--- config.mk ---
export PLATFORM = sky130hd
export DESIGN_NAME = cpu_sequencer
export DESIGN_NICKNAME = d
export VERILOG_FILES = /design/src/rtl/cpu_sequencer.sv
export SDC_FILE = /design/constraint.sdc
export NUM_CORES = 1
export LEC_CHECK = 0
export ABC_AREA = 1
export CAP_MARGIN = 10
export CORE_MARGIN = 4
export CORE_UTILIZATION = 30
export DETAILED_ROUTE_END_ITERATION = 8
export GPL_TIMING_DRIVEN = 0
export REMOVE_ABC_BUFFERS = 1
export SLEW_MARGIN = 20
export SYNTH_ARGS = -nofsm -noshare
export SYNTH_HDL_FRONTEND = slang
export SYNTH_SLANG_ARGS = --single-unit
export TNS_END_PERCENT = 50
--- constraint.sdc ---
create_clock -name clk -period 2.4 [get_ports clk]
set_input_delay 0.36 -clock clk [delete_from_list [all_inputs] [get_ports clk]]
set_output_delay 0.36 -clock clk [all_outputs]
set_load 0.02 [all_outputs]
--- src/rtl/cpu_sequencer.sv ---
// ---------------------------------------------------------------------------
// cpu_sequencer
//
// Instruction sequencer for the TinyCPU board top. A 2^DEPTH_LOG2-entry
// program buffer is filled from the instruction switches in LOAD mode. It is
// then replayed into the CPU one instruction at a time. In STEP mode each
// button press issues one word. In RUN mode one word is issued every RUN_DIV
// clocks. HOLD freezes sequencing. Fetching HALT_OP enters a sticky HALT
// state, which only LOAD (or reset) leaves. The instruction output is a
// register, so the CPU sees a stable word between issues.
//
// Parameters:
//   DEPTH_LOG2       program buffer address width (depth = 2^DEPTH_LOG2)
//   RUN_DIV          clocks between issues in RUN (>= 2)
//   HALT_OP          opcode that stops sequencing; never issued
//   DEBOUNCE_CYCLES  stable-level requirement on btn (debounce build only)
//
// Build option:
//   SEQ_DEBOUNCE_EN  when defined, the synchronized btn level must stay at a
//                    new value for DEBOUNCE_CYCLES cycles before the edge
//                    detector sees it. When undefined, no debounce counter
//                    exists.
//
// Ports:
//   clk        in   single clock
//   rst        in   synchronous active-high reset
//   sw[7:0]    in   instruction switches (async), sampled at the write event
//   mode[1:0]  in   mode switches (async): 00 LOAD, 01 STEP, 10 RUN, 11 HOLD
//   btn        in   load/step push button (async, raw level)
//   instr[7:0] out  registered instruction to the CPU
//   issue      out  one-cycle strobe; instr changed this cycle
//   pc         out  index of the next word to issue
//   prog_len   out  number of valid words loaded (0..DEPTH)
//   halted     out  HALT_OP reached
//   dbg_state  out  current FSM state encoding (state_t)
//
// Handshake: there is no back-pressure. issue is a pure strobe that is
// qualified by nothing. The CPU must accept instr on every cycle in which
// issue is 1.
// ---------------------------------------------------------------------------
module cpu_sequencer #(
  parameter int         DEPTH_LOG2      = 4,
  parameter int         RUN_DIV         = 25_000_000,
  parameter logic [7:0] HALT_OP         = 8'hFF,
  parameter int         DEBOUNCE_CYCLES = 500_000
) (
  input  logic                  clk,
  input  logic                  rst,
  input  logic [7:0]            sw,
  input  logic [1:0]            mode,
  input  logic                  btn,
  output logic [7:0]            instr,
  output logic                  issue,
  output logic [DEPTH_LOG2-1:0] pc,
  output logic [DEPTH_LOG2:0]   prog_len,
  output logic                  halted,
  output logic [2:0]            dbg_state
);

  localparam int                  DEPTH    = 1 << DEPTH_LOG2;
  localparam int                  PLW      = DEPTH_LOG2 + 1;
  localparam logic [PLW-1:0]      DEPTH_PL = PLW'(DEPTH);
  localparam int                  DIV_W    = (RUN_DIV > 1) ? $clog2(RUN_DIV) : 1;
  localparam logic [DIV_W-1:0]    DIV_TC   = DIV_W'(RUN_DIV - 1);

  typedef enum logic [2:0] {
    S_LOAD = 3'd0,
    S_STEP = 3'd1,
    S_RUN  = 3'd2,
    S_HOLD = 3'd3,
    S_HALT = 3'd4
  } state_t;

  state_t state, state_n, want;

  // Input conditioning
  logic [1:0] mode_s1, mode_s2;
  logic       btn_s1, btn_s2;
  logic       btn_lvl;       // level seen by the edge detector
  logic       btn_prev;
  logic       btn_ev;        // registered, one cycle wide

  // Datapath state
  logic [7:0]            mem [DEPTH];
  logic [DEPTH_LOG2-1:0] wptr;
  logic [DIV_W-1:0]      div_cnt;

  // Decoded control
  logic                  mode_chg;
  logic                  fetch;
  logic                  do_issue;
  logic                  do_write;
  logic [7:0]            word;
  logic [DEPTH_LOG2-1:0] pc_next;

  // -------------------------------------------------------------------------
  // Synchronizers and button edge detect
  // -------------------------------------------------------------------------
  always_ff @(posedge clk) begin
    if (rst) begin
      mode_s1 <= 2'b00;
      mode_s2 <= 2'b00;
      btn_s1  <= 1'b0;
      btn_s2  <= 1'b0;
    end else begin
      mode_s1 <= mode;
      mode_s2 <= mode_s1;
      btn_s1  <= btn;
      btn_s2  <= btn_s1;
    end
  end

`ifdef SEQ_DEBOUNCE_EN
  localparam int             DB_W  = (DEBOUNCE_CYCLES > 1) ? $clog2(DEBOUNCE_CYCLES) : 1;
  localparam logic [DB_W-1:0] DB_TC = DB_W'(DEBOUNCE_CYCLES - 1);

  logic [DB_W-1:0] db_cnt;
  logic            btn_f;

  // The counter runs only while the synchronized level differs from the
  // filtered level. Any return to the filtered level restarts the count.
  always_ff @(posedge clk) begin
    if (rst) begin
      db_cnt <= '0;
      btn_f  <= 1'b0;
    end else if (btn_s2 != btn_f) begin
      if (db_cnt == DB_TC) begin
        btn_f  <= btn_s2;
        db_cnt <= '0;
      end else begin
        db_cnt <= db_cnt + 1'b1;
      end
    end else begin
      db_cnt <= '0;
    end
  end

  assign btn_lvl = btn_f;
`else
  logic [31:0] unused_debounce;
  assign unused_debounce = DEBOUNCE_CYCLES;
  assign btn_lvl         = btn_s2;
`endif

  always_ff @(posedge clk) begin
    if (rst) begin
      btn_prev <= 1'b0;
      btn_ev   <= 1'b0;
    end else begin
      btn_prev <= btn_lvl;
      btn_ev   <= btn_lvl & ~btn_prev;
    end
  end

  // -------------------------------------------------------------------------
  // FSM state register
  // -------------------------------------------------------------------------
  always_ff @(posedge clk) begin
    if (rst) state <= S_LOAD;
    else     state <= state_n;
  end

  // -------------------------------------------------------------------------
  // Next state and control decode
  // -------------------------------------------------------------------------
  always_comb begin
    want     = S_LOAD;
    state_n  = state;
    mode_chg = 1'b0;
    fetch    = 1'b0;
    do_issue = 1'b0;
    do_write = 1'b0;
    word     = mem[pc];
    pc_next  = pc + 1'b1;

    case (mode_s2)
      2'b00:   want = S_LOAD;
      2'b01:   want = S_STEP;
      2'b10:   want = S_RUN;
      default: want = S_HOLD;
    endcase

    // HALT is sticky except toward LOAD. A mode change consumes the cycle,
    // so a button event or terminal count in the same cycle is dropped.
    if (state == S_HALT) begin
      if (want == S_LOAD) begin
        state_n  = S_LOAD;
        mode_chg = 1'b1;
      end
    end else if (want != state) begin
      state_n  = want;
      mode_chg = 1'b1;
    end

    // An empty program never fetches, so stale memory is never seen.
    if (!mode_chg && (prog_len != '0)) begin
      if ((state == S_STEP) && btn_ev)          fetch = 1'b1;
      if ((state == S_RUN) && (div_cnt == DIV_TC)) fetch = 1'b1;
    end

    if (fetch) begin
      if (word == HALT_OP) state_n  = S_HALT;
      else                 do_issue = 1'b1;
    end

    do_write = !mode_chg && (state == S_LOAD) && btn_ev;

    // The program wraps at its loaded length, not at the buffer depth.
    if (({1'b0, pc} + PLW'(1)) == prog_len) pc_next = '0;
  end

  // -------------------------------------------------------------------------
  // Datapath registers
  // -------------------------------------------------------------------------
  always_ff @(posedge clk) begin
    if (rst) begin
      instr    <= 8'h00;
      issue    <= 1'b0;
      pc       <= '0;
      prog_len <= '0;
      wptr     <= '0;
      div_cnt  <= '0;
    end else begin
      issue <= do_issue;

      if (do_issue) instr <= word;

      if (mode_chg && (state == S_LOAD) &&
          ((state_n == S_STEP) || (state_n == S_RUN)))
        pc <= '0;
      else if (do_issue)
        pc <= pc_next;

      if (mode_chg && (state_n == S_LOAD)) begin
        wptr     <= '0;
        prog_len <= '0;
      end else if (do_write) begin
        wptr <= wptr + 1'b1;  // wraps at DEPTH and overwrites from word 0
        if (prog_len != DEPTH_PL) prog_len <= prog_len + 1'b1;
      end

      // The divider only advances in RUN, so it is frozen in HOLD.
      if (mode_chg)
        div_cnt <= '0;
      else if (state == S_RUN)
        div_cnt <= (div_cnt == DIV_TC) ? '0 : div_cnt + 1'b1;
    end
  end

  // Program buffer has no reset. prog_len guards its contents.
  always_ff @(posedge clk) begin
    if (do_write) mem[wptr] <= sw;
  end

  assign halted    = (state == S_HALT);
  assign dbg_state = state;

endmodule

# Yosys cells after proc, flatten, opt, wreduce, memory -nomap -nowiden
# Memories as Yosys holds them, arrays and structs flattened. A register that Yosys moved wholly into a read port is not among the register bits.
# Cells that the tools add are included.
[totals]
register_bits = 58
mem_bits_rw = 128
input_bits = 13
out_inout_bits = 22
mem_count = 1
[op_classes]
addsub = 5
eq_ne = 12
mux = 20
n_bitwise = 2
reduce_logical = 19
[mem_list]
columns = ["memory", "depth", "word_bits", "rd", "rd_clocked_by_memory_dff", "write_ports", "line", "rtl"]
rows = [
  ["mem", 16, 8, 1, 1, 1, "84", "logic [7:0] mem [DEPTH];"],
]
[ops]
columns = ["operator", "n"]
rows = [
  ["25-bit by 1-bit adder with 25-bit output (second input constant)", 1],
  ["25-bit equality test (second input constant)", 1],
  ["25-bit two-way mux", 1],
  ["3-bit two-way mux", 5],
  ["4-bit two-way mux", 3],
  ["1-bit two-way mux", 10],
  ["3-bit zero test", 3],
  ["4-bit by 1-bit adder with 4-bit output (second input constant)", 2],
  ["8-bit equality test (second input constant)", 1],
  ["1-bit logical AND", 8],
  ["3-bit by 1-bit equality test with 1-bit output (second input constant)", 2],
  ["3-bit by 2-bit equality test with 1-bit output (second input constant)", 2],
  ["2-bit case mux with 3 select lines", 1],
  ["2-bit OR reduction", 3],
  ["4-bit by 1-bit adder with 5-bit output (second input constant)", 1],
  ["5-bit by 1-bit adder with 5-bit output (second input constant)", 1],
  ["5-bit equality test", 1],
  ["5-bit inequality test (second input constant)", 1],
  ["5-bit nonzero test", 1],
  ["3-bit equality test (second input constant)", 1],
  ["3-bit inequality test", 1],
  ["2-bit by 1-bit equality test with 1-bit output (second input constant)", 1],
  ["2-bit equality test (second input constant)", 1],
  ["2-bit zero test", 1],
  ["other kinds (5)", 5],
]

# Longest topological paths before layout
# Gate-level depths: netlist (run 1).
[logic_depth]
word_depth = 14
ltp_mapped = 17
mapped_depth_nobuf = 15

# Worst setup path after synthesis (run 1)
# No wires, ideal clock.
[synth_path]
path_type = "reg-to-reg"
startpoint = "register state[2], in the netlist dbg_state[2]"
endpoint = "memory mem[15][0] (enable)"
t_arrival_ns = 2.066
setup_slack_ns = -0.049
stages_incl_launch_ff = 9
n_path_buf = 0
path_cell_list = "dfxtp_1 -> inv_2 -> nor3_4 -> nand2_1 -> o21ai_2 -> nand2_1 -> inv_2 -> nand2_1 -> nor3_1"
[synth_lines]
columns = ["element", "line", "rtl"]
rows = [
  ["from (decl)", "74", "state_t state, state_n, want;"],
  ["from (signal assigned)", "160", "else state <= state_n;"],
  ["3-bit equality test", "n/a", ""],
  ["net halted", "56", "output logic halted,"],
  ["1-bit two-way mux", "185", "if (state == S_HALT) begin"],
  ["1-bit zero test", "206", "do_write = !mode_chg && (state == S_LOAD) && btn_ev;"],
  ["1-bit logical AND (2 in series)", "206", ""],
  ["1-bit two-way mux", "252", "if (do_write) mem[wptr] <= sw;"],
  ["1-bit two-way mux (implied by the code)", "252", ""],
  ["to (decl)", "84", ""],
]
# The timed path passes the listed nets, and every way through them passes these cells.

# Worst setup path after layout (run 1)
[layout_path]
startpoint = "register state[0], in the netlist dbg_state[0]"
endpoint = "memory mem[0][1] (enable)"
[layout_between]
elab_chain_cells = 8
[layout_rtl]
columns = ["element", "line", "rtl"]
rows = [
  ["3-bit inequality test", "190", "end else if (want != state) begin"],
  ["1-bit two-way mux", "190", ""],
  ["1-bit two-way mux", "185", ""],
  ["1-bit zero test", "206", ""],
  ["1-bit logical AND * (2 in series)", "206", ""],
  ["1-bit two-way mux *", "252", ""],
  ["1-bit two-way mux (implied by the code) *", "252", ""],
]
# Mark *: on every way between the ends. The rest lies on a longest branch, timed or not.

==> run summary, run 1 <==
CP most frequent cell - nand2_1
Internal power - 0.00493 W
Top post-synthesis cells by count - 249 x nand2_1, 128 x edfxtp_1, 100 x nor2_1, 98 x inv_1, 82 x nand3_1
Arr. time, crit path - 2430 ps
Worst-path fanout max - 8
Syn_area_per_cell - 9.30 um^2
Clk_skew - 15.8 ps
Seq cells post-synth - 190
CTS Root Cell - clkbuf_16
# rows - 60
# setup viols final - 0
Fmax - 0.424 GHz
Max-slew violations - 0
Initial antenna violation count - 0
Worst hold slack - 399 ps
Layout cells sized above 1 - 0.100
GR Util All Layers - 0.122
CTS H-Tree Depth - 4
Die area - 0.0302 mm^2
Critical Path Source Type - flip-flop
Drt via density - 4.60
CTS tree - done
Pwr dens - 654 mW/mm^2
Synth area leader - edfxtp_1
Critical Path End Type - flip-flop
Drt initial violations - 423
Clock network power share - 0.434
Crit path largest cell delay - 520 ps
Hold Vio Cnt, Final - 0
Pwr Total - 0.00642 W
Total grt overflow - 0
Port bufs - 34
Cell count after synthesis - 886
Reg-to-reg critical path startpoint - dbg_state[0]$_SDFF_PP0_
Reg2Reg Depth - 8
Reg clk slew, reported paths - 70 ps
DRC Markers - 0
Switch Pwr - 0.00149 W
VDD IR-drop max - 509 uV
Ranking of synthesized cells by area - edfxtp_1 47%, dfxtp_1 15%, nand2_1 11%
Avg WL per Cell - 15.1 um
CTS Buf Count - 17
Cell Area, Synth - 0.00824 mm^2
Syn. warnings - 0
CTS Buffer Depth - 2
Logic gate share of total power - 0.022
Die X - 174 um
Initial Util - 0.306
Max_slew headroom - 0.479
Post-synth EDFFs - 128
Critical path's top delay family - simple AND/OR/NAND/NOR gates
Post-detailed-route count of antenna-violating nets - 0
Leak pwr - 3.65 nW
Routability cong. - 0.805
Area Overhead vs Synth - 19.1%
Final WS setup - 40.0 ps
Tmin final - 2360 ps
Post-layout nets - 946
Synth Flop Type - edfxtp_1
First-pass GRT wire length - 29.4 mm
R2r setup slk - 40 ps
Asr flop ratio synth - 0
Netlist cell types - 40
Most numerous cell in the Yosys netlist - nand2_1
Worst r2r dst - mem[0][1]$_DFFE_PP_
Hold depth - 1
Worst hold path type - reg -> reg
Dpl hpwl - 11.6 mm
Hold path endpoint - btn_ev$_SDFF_PP0_
Final core utilization - 0.364
Slew @ Worst Pin - 779 ps
Pin count of the biggest net entering global routing - 59
CP max stage cell - nor2_2
Number of global-route vias before repair - 5389
Req. time, crit path - 2470 ps
Ports - 35
Area of the multi-input gates - 0.00272 mm^2
Filler cell count - 2607
Post-Route WL - 19.3 mm
Max_cap viols - 0
Hold buffer count at cts - 0
# clock sinks - 190
Status - complete, no violations
Worst Hold Launch - btn_prev$_SDFF_PP0_
Core footprint - 0.0270 mm^2
Sequential Power Share - 0.545
Sequential fraction of the synthesis area - 0.617
FF+latch area - 0.00510 mm^2
Final Non-Filler Cells - 1279
Synth top area share - 0.466
Clock latency on the worst-skew pair - 440 ps
Ant. Diodes - 0
Die height - 174 um
RSZ-0062 raised after global routing - true
Worst-path cell chain - inv_2 -> nand2_1 -> nand3_1 -> o21ai_2 -> nand2_1 -> inv_2 -> nand2_1 -> nor2_2
Buffers and inverters on the worst path - 2
Place WS - -1050 ps
Placed Instances - 1233
DR pass1 iterations - 5
Sw Ratio - 0.232
Number of vias in the routed layout - 5889
Tcrit/Tclk final - 0.983
Crit Path Class - reg -> reg
==> sequential cells by signal, indices dropped and copies added (netlist names), named ones only <==
| name | cells |
|---|---|
| btn_ev | 1 |
| mode_s2 | 2 |
| btn_prev | 1 |
| pc | 4 |
| mode_s1 | 2 |
| prog_len | 5 |
| div_cnt | 25 |
| btn_s1 | 1 |
| issue | 1 |
| btn_lvl | 1 |
| instr | 8 |
| dbg_state | 3 |
| mem | 128 |
| wptr | 4 |
==> routing by layer <==
layer / global-route usage / routed length [um]
met5: 0 / 0
met4: 0.0386 / 228
met3: 0.0188 / 714
met2: 0.208 / 9560
met1: 0.161 / 8750
==> area by class of cell <==
class	count	share of cell area
repair inverters	1	0.00115
well taps	341	0.0435
clock inverters	15	0.0163
flip-flops and latches	190	0.519
inverters	103	0.0432
repair buffers	48	0.0560
clock buffers	17	0.0433
multi-input cells	564	0.277
==> metrics by stage <==
step	cell area, um^2	TNS [ps]
3_3_place_gp	8840	-75500
2_1_floorplan	8070	-17430
3_5_place_dp	8880	-33860
4_1_cts	9600	-3960
5_1_grt	9810	-6320
6_report	9810	0
==> power by group through the flow <==
stage	sequential (W)	combinational, W	clock, W
final	0.00350	0.000138	0.00279
after global routing	0.00350	0.000153	0.00299
after CTS	0.00350	0.000139	0.00284
after detailed placement	0.00357	0.000138	0
after global placement	0.00358	0.000134	0
after floorplan	0.00358	0.0000531	0
==> cells in the final DEF (no fill, tap or decap), drive strengths merged <==
cell type	n
nand2	251
edfxtp	128
inv	112
nor2	104
nand3	83
dfxtp	62
clkdlybuf4s50	34
o21ai	29
a21oi	24
nor3	20
clkbuf	18
buf	12
ha	8
xor2	7
nand4	6
o211ai	6
clkinv	5
xnor2	4
nor4	4
or2	3
nor3b	3
o21a	3
a211oi	2
clkinvlp	2
and3	2
nand3b	1
mux2i	1
a21boi	1
o2111ai	1
a31oi	1
bufbuf	1
==> cells by family after synthesis <==
logic type / after synthesis / synth area share
adders and majority gates: 8 / 0.0121
DFF: 190 / 0.617
AOI/OAI and AO/OA: 67 / 0.0463
buffers and inverters: 132 / 0.0673
xor gates and xnor gates: 11 / 0.0117
muxes: 1 / 0.00121
and+or+nand+nor: 477 / 0.244
==> worst max-delay path by stage <==
stage                                       start              endpoint  slack (ps)  cells past startpoint
after floorplan                         flip-flop             flip-flop        -970                     11
after global placement                  flip-flop             flip-flop       -2920                     13
after detailed placement                flip-flop             flip-flop       -1050                     13
after CTS                 dbg_state[1]$_SDFF_PP0_  mem[11][6]$_DFFE_PP_        -110                      7
after global routing      dbg_state[0]$_SDFF_PP0_   mem[6][7]$_DFFE_PP_        -170                      8
final                     dbg_state[0]$_SDFF_PP0_   mem[0][1]$_DFFE_PP_          40                      8
==> timing repair <==
action,CTS,global route
resized for setup,23,23
endpoints found under the setup margin,148,143
pin swaps,0,2
cloned,1,2
setup buffers,5,6
Note: power is estimated with default switching activity, not from simulation.
==> run 2, diff against run 1 <==
- ABC_AREA: 1 -> default
- TNS_END_PERCENT: 50 -> 5
==> run summary, run 2 <==
Core footprint - 0.0253 mm^2 (-6.3%)
# clock sinks - 190 (unchanged)
Die height - 169 um (-2.9%)
CTS H-Tree Depth - 4 (unchanged)
Pwr dens - 653 mW/mm^2 (-0.25%)
Drt initial violations - 327 (-23%)
Most frequent cells in the layout - 128 x edfxtp_1, 59 x dfxtp_1, 51 x nor2_1, 34 x clkdlybuf4s50_1, 27 x mux4_2
Commonest non-fill, non-tap cell in the layout - edfxtp_1
CTS Buf Count - 17 (unchanged)
First-pass GRT wire length - 25.6 mm (-13%)
Synth Flop Type - edfxtp_1
Ranking of synthesized cells by area - edfxtp_1 50%, dfxtp_1 16%, mux4_2 7.0%
Critical Path End Type - flip-flop
Post-synth EDFFs - 128 (unchanged)
CP max stage cell - mux4_2
Tmin final - 2520 ps (+163 ps)
VDD IR-drop max - 413 uV (-19%)
Worst hold path type - reg -> reg
Pwr Total - 0.00634 W (-1.3%)
Ant. Diodes - 0 (unchanged)
Die area - 0.0284 mm^2 (-5.8%)
GR Util All Layers - 0.118 (-0.00409)
Syn. warnings - 0 (unchanged)
Post-detailed-route count of antenna-violating nets - 0 (unchanged)
CTS tree - done
Sequential fraction of the synthesis area - 0.657 (+0.0400)
Top post-synthesis cells by count - 128 x edfxtp_1, 63 x nor2_1, 62 x dfxtp_1, 26 x nand2_1, 25 x xor2_1
Tcrit/Tclk final - 1.05 (+0.0680)
Post-Route WL - 17.0 mm (-12%)
Netlist cell types - 55 (+38%)
Clock latency on the worst-skew pair - 430 ps (about the same)
Reg clk slew, reported paths - 70 ps (about the same)
Max_slew headroom - 0.396 (-0.0836)
# rows - 58 (-3.3%)
Drt via density - 4.84 (+5.1%)
Crit path largest cell delay - 520 ps (about the same)
Final WS setup - -123 ps (-163 ps)
CTS Root Cell - clkbuf_16
Hold Vio Cnt, Final - 0 (unchanged)
Initial Util - 0.306 (+0.000674)
Fmax - 0.396 GHz (-6.5%)
Place WS - -834 ps (+212 ps)
Avg WL per Cell - 18.1 um (+21%)
Leak pwr - 3.11 nW (-15%)
Buffers and inverters on the worst path - 3 (+1)
Clk_skew - 13.6 ps (-2.20 ps)
Number of vias in the routed layout - 4524 (-23%)
Total grt overflow - 0 (unchanged)
Worst-path fanout max - 5 (-3)
Synth area leader - edfxtp_1
Filler cell count - 2297 (-12%)
Die X - 169 um (-2.9%)
Pin count of the biggest net entering global routing - 26 (-56%)
Max_cap viols - 0 (unchanged)
Area Overhead vs Synth - 25.5%
Failing checks - negative setup slack
Max reg flops - 128 (unchanged)
Most numerous cell in the Yosys netlist - edfxtp_1
Seq cells post-synth - 190 (unchanged)
Layout cells sized above 1 - 0.269 (+0.169)
DR pass1 iterations - 4 (-1)
Final core utilization - 0.385 (+0.0205)
Arr. time, crit path - 2850 ps (+420 ps)
CTS Buffer Depth - 2 (unchanged)
Status - complete, but fails checks
Cell Area, Synth - 0.00774 mm^2 (-6.1%)
Ports - 35 (unchanged)
Post-layout nets - 615 (-35%)
Synth top area share - 0.497 (+0.0302)
Biggest regs - mem: 128 flops, div_cnt: 25 flops, instr: 8 flops
Cell count after synthesis - 520 (-41%)
Dpl hpwl - 10.3 mm (-11%)
Number of global-route vias before repair - 4521 (-16%)
# setup viols final - 14 (+14)
Max-slew violations - 0 (unchanged)
Slew @ Worst Pin - 904 ps (+125 ps)
Critical path's top delay family - compound AO/OA/AOI/OAI gates
Critical Path Source Type - flip-flop
RSZ-0062 raised after global routing - true
Hold buffer count at cts - 0 (unchanged)
Crit Path Class - reg -> reg
Asr flop ratio synth - 0 (unchanged)
Syn_area_per_cell - 14.9 um^2 (+60%)
Initial antenna violation count - 0 (unchanged)
Routability cong. - 0.782 (-2.9%)
Largest Register - mem
Req. time, crit path - 2720 ps (+250 ps)
Port bufs - 34 (unchanged)
DRC Markers - 0 (unchanged)
Worst-path cell chain - buf_8 -> buf_16 -> mux4_2 -> a22oi_2 -> nand2_1 -> and4_4 -> a31oi_4 -> buf_6 -> nor2_1 -> a311oi_2
## run 2: cell types whose count changed after synthesis, moves of 17 or more
| cell | change |
|---|---|
| a21oi_1 | -19 |
| mux4_2 | +24 |
| xor2_1 | +18 |
| nor2_1 | -37 |
| inv_1 | -92 |
| nand3_1 | -69 |
| nand2_1 | -223 |
| mux2i_1 | +17 |
## run 2: layer usage
| metal | vias up | routed length [um] | GRT usage |
|---|---|---|---|
| li1 | 2111 | - | - |
| met1 | 2318 | 7660 | 0.160 |
| met2 | 80 | 8410 | 0.192 |
| met3 | 15 | 744 | 0.0283 |
| met4 | 0 | 148 | 0.0307 |
| met5 | - | 0 | 0 |
## run 2: worst reg2reg max path, stage by stage (launching register included)
cell	delay, ps
dfxtp_4	440
buf_8	160
buf_16	140
mux4_2	520
a22oi_2	160
nand2_1	100
and4_4	200
a31oi_4	230
buf_6	170
nor2_1	60
a311oi_2	230
## run 2: area by class of cell
cell class | count | area (um^2) | share of cell area
Clock buffer | 17 | 425 | 0.0438
Clock inverter | 13 | 133 | 0.0137
Inverter | 6 | 22.5 | 0.00232
Multi-Input combinational cell | 305 | 2780 | 0.286
Sequential cell | 190 | 5090 | 0.524
Tap cell | 330 | 413 | 0.0425
Timing Repair Buffer | 74 | 846 | 0.0871
## run 2: per-stage QoR
| step | area [um^2] | TNS (ps) | hold WS (ps) | instances |
|---|---|---|---|---|
| 3_5_place_dp | 8450 | -50200 | 382 | 868 |
| 2_1_floorplan | 7600 | -22830 | 367 | 500 |
| 6_report | 9710 | -1170 | 393 | 935 |
| 3_3_place_gp | 8350 | -91670 | 378 | 864 |
| 4_1_cts | 9460 | -1070 | 393 | 922 |
| 5_1_grt | 9710 | -3500 | 422 | 935 |
## run 2: report_power, final
group          internal (W)  switching (W)  total [W]
Combinational     0.0000459      0.0000813   0.000127
Sequential          0.00349     0.00000678    0.00350
Clock               0.00145        0.00127    0.00271
Total               0.00499        0.00135    0.00634
## run 2: logic make-up (layout without fill, tap and decap cells)
logic type | Yosys count | after routing | share of synthesized area
AO/OA/AOI/OAI | 43 | 44 | 0.0516
XOR/XNOR | 37 | 37 | 0.0419
adder cells (fa/ha/maj) | 8 | 8 | 0.0129
buffers and inverters | 26 | 110 | 0.0209
flip-flops | 190 | 190 | 0.657
multiplexers | 45 | 45 | 0.103
AND/OR/NAND/NOR | 171 | 171 | 0.112
## run 2: worst paths after layout
check / start / endpoint / cells after the start / slack, ps
setup reg to reg: flip-flop / instr[1]$_SDFFE_PP0N_ / 10 / -120
hold reg to reg: btn_prev$_SDFF_PP0_ / btn_ev$_SDFF_PP0_ / 1 / 390
setup / recovery: flip-flop / instr[1]$_SDFFE_PP0N_ / 10 / -120
hold / removal: btn_prev$_SDFF_PP0_ / btn_ev$_SDFF_PP0_ / 1 / 390
## run 2: timing repair
| item | 4_1_cts | 5_1_grt |
|---|---|---|
| pin swaps | 14 | 24 |
| resized for setup | 48 | 28 |
| endpoints found under the setup margin | 140 | 143 |
| cloned | 4 | 2 |
| hold endpoints to repair | 0 | 0 |
| setup buffers | 20 | 12 |
==> run 3, diff against run 2 <==
- ABC_AREA: default -> 1
==> run summary, run 3 (synthesized netlist as in run 1, its figures left out) <==
Pwr Total - 0.00642 W (+1.3%)
Clk_skew - 15.1 ps (+1.51 ps)
Port bufs - 34 (unchanged)
Req. time, crit path - 2710 ps (about the same)
Crit path largest cell delay - 380 ps (-140 ps)
R2r setup slk - 30 ps (+150 ps)
Slew @ Worst Pin - 774 ps (-129 ps)
Reg clk slew, reported paths - 70 ps (about the same)
Post-Route WL - 18.6 mm (+9.8%)
RSZ-0062 raised after global routing - true
Die area - 0.0302 mm^2 (+6.2%)
Dpl cell area - 0.00888 mm^2 (+5.1%)
Crit Path Class - reg -> reg
Die X - 174 um (+3.0%)
Max-slew violations - 0 (unchanged)
Max reg flops - 128 (unchanged)
Arr. time, crit path - 2680 ps (-170 ps)
Drt via density - 4.60 (-4.9%)
Status - complete, no violations
DRC Markers - 0 (unchanged)
CTS Root Cell - clkbuf_16
Ports - 35 (unchanged)
Number of global-route vias before repair - 5389 (+19%)
VDD IR-drop max - 510 uV (+23%)
CP max stage cell - dfxtp_4
CP most frequent cell - nand2_1
Critical Path Source Type - flip-flop
Largest Register - mem
Max_cap viols - 0 (unchanged)
Biggest regs - mem: 128 flops, div_cnt: 25 flops, instr: 8 flops
Final core utilization - 0.360 (-0.0251)
Worst hold path type - reg -> reg
Max_slew headroom - 0.482 (+0.0864)
CTS Buf Count - 17 (unchanged)
Layout cells sized above 1 - 0.0913 (-0.178)
CTS tree - done
CTS Buffer Depth - 2 (unchanged)
Tmin final - 2370 ps (-152 ps)
# clock sinks - 190 (unchanged)
# setup viols final - 0 (-14)
Reg2Reg Depth - 15 (+5)
Total grt overflow - 0 (unchanged)
Critical Path End Type - flip-flop
GR Util All Layers - 0.122 (+0.00409)
Clock latency on the worst-skew pair - 440 ps (about the same)
Number of vias in the routed layout - 5855 (+29%)
DR pass1 iterations - 5 (+1)
Post-route cell area - 0.00969 mm^2 (-0.24%)
Worst-path fanout max - 58 (+53)
Ant. Diodes - 0 (unchanged)
First-pass GRT wire length - 29.4 mm (+15%)
Pin count of the biggest net entering global routing - 59 (+130%)
Post-detailed-route count of antenna-violating nets - 0 (unchanged)
Die height - 174 um (+3.0%)
Area Overhead vs Synth - 17.6%
Drt initial violations - 399 (+22%)
Hold buffer count at cts - 0 (unchanged)
Worst-path cell chain - buf_16 -> inv_16 -> nand2_1 -> nand2_1 -> nand2_1 -> nand3_1 -> nand3_1 -> nand2_1 -> nand2_1 -> nor2_2 -> nand3_2 -> nand3_1 -> nand2_1 -> nand2_1 -> nor2_1
# rows - 60 (+3.4%)
Pwr dens - 663 mW/mm^2 (+1.6%)
Initial Util - 0.306 (-0.000674)
Most frequent cells in the layout - 247 x nand2_1, 128 x edfxtp_1, 97 x inv_1, 85 x nor2_1, 81 x nand3_1
Dpl hpwl - 11.6 mm (+13%)
Hold Vio Cnt, Final - 0 (unchanged)
Leak pwr - 3.60 nW (+16%)
Fmax - 0.422 GHz (+6.4%)
Core footprint - 0.0270 mm^2 (+6.7%)
CTS H-Tree Depth - 4 (unchanged)
Commonest non-fill, non-tap cell in the layout - nand2_1
Tcrit/Tclk final - 0.988 (-0.0632)
Initial antenna violation count - 0 (unchanged)
Avg WL per Cell - 14.6 um (-19%)
Routability cong. - 0.805 (+2.9%)
Post-layout nets - 939 (+53%)
## run 3: how the worst min path moves through the flow
stage	startpoint	endpoint	slack [ps]	depth (start not counted)
floorplan	btn_prev$_SDFF_PP0_	btn_ev$_SDFF_PP0_	370	1
global placement	btn_prev$_SDFF_PP0_	btn_ev$_SDFF_PP0_	380	1
detailed placement	btn_prev$_SDFF_PP0_	btn_ev$_SDFF_PP0_	390	1
CTS	btn_prev$_SDFF_PP0_	btn_ev$_SDFF_PP0_	400	1
global route	mode_s1[0]$_SDFF_PP0_	mode_s2[0]$_SDFF_PP0_	420	2
finish	btn_prev$_SDFF_PP0_	btn_ev$_SDFF_PP0_	400	1
## run 3: through the flow
step	hold slack, ps	setup TNS, ps	cells	setup slack [ps]
floorplan	374	-17430	857	-968
global placement	381	-75500	1232	-2920
detailed placement	385	-33860	1233	-1050
CTS	399	-3960	1271	-109
global route	420	-7580	1272	-190
finish	399	0	1272	28.4
## run 3: routing by layer
| metal | GRT usage | up-vias | share of wire |
|---|---|---|---|
| met3 | 0.0188 | 28 | 0.033 |
| met4 | 0.0386 | 0 | 0.017 |
| li1 | - | 2971 | - |
| met2 | 0.208 | 112 | 0.49 |
| met5 | 0 | - | 0 |
| met1 | 0.161 | 2744 | 0.46 |
## run 3: final cells by class
cell class                 count  area, um^2
fill                        2620       17300
clock buffer                  17         425
tap                          341         427
sequential                   190        5090
inverter                     103         414
clock inverter                15         160
multi-input combinational    564        2700
timing repair buffer          42         470
## run 3: power breakdown
| part | leakage (nW) | total (W) | switching (W) | internal [W] |
|---|---|---|---|---|
| clock | 0.286 | 0.00279 | 0.00138 | 0.00140 |
| combinational | 1.66 | 0.000137 | 0.0000984 | 0.0000385 |
| sequential | 1.65 | 0.00350 | 0.00000603 | 0.00349 |
## run 3: timing repair
item                       CTS  global route
gates resized for setup     23            16
cloned                       1             0
setup endpoints to repair  148           143
pin swaps                    0             1
setup buffers                5             1
## run 3: critical path, delay by kind of cell (launching register included)
kind                   cells  cell delay (ps)
AND/OR/NAND/NOR           13             1460
flip-flops                 1              380
buffers and inverters      2              370
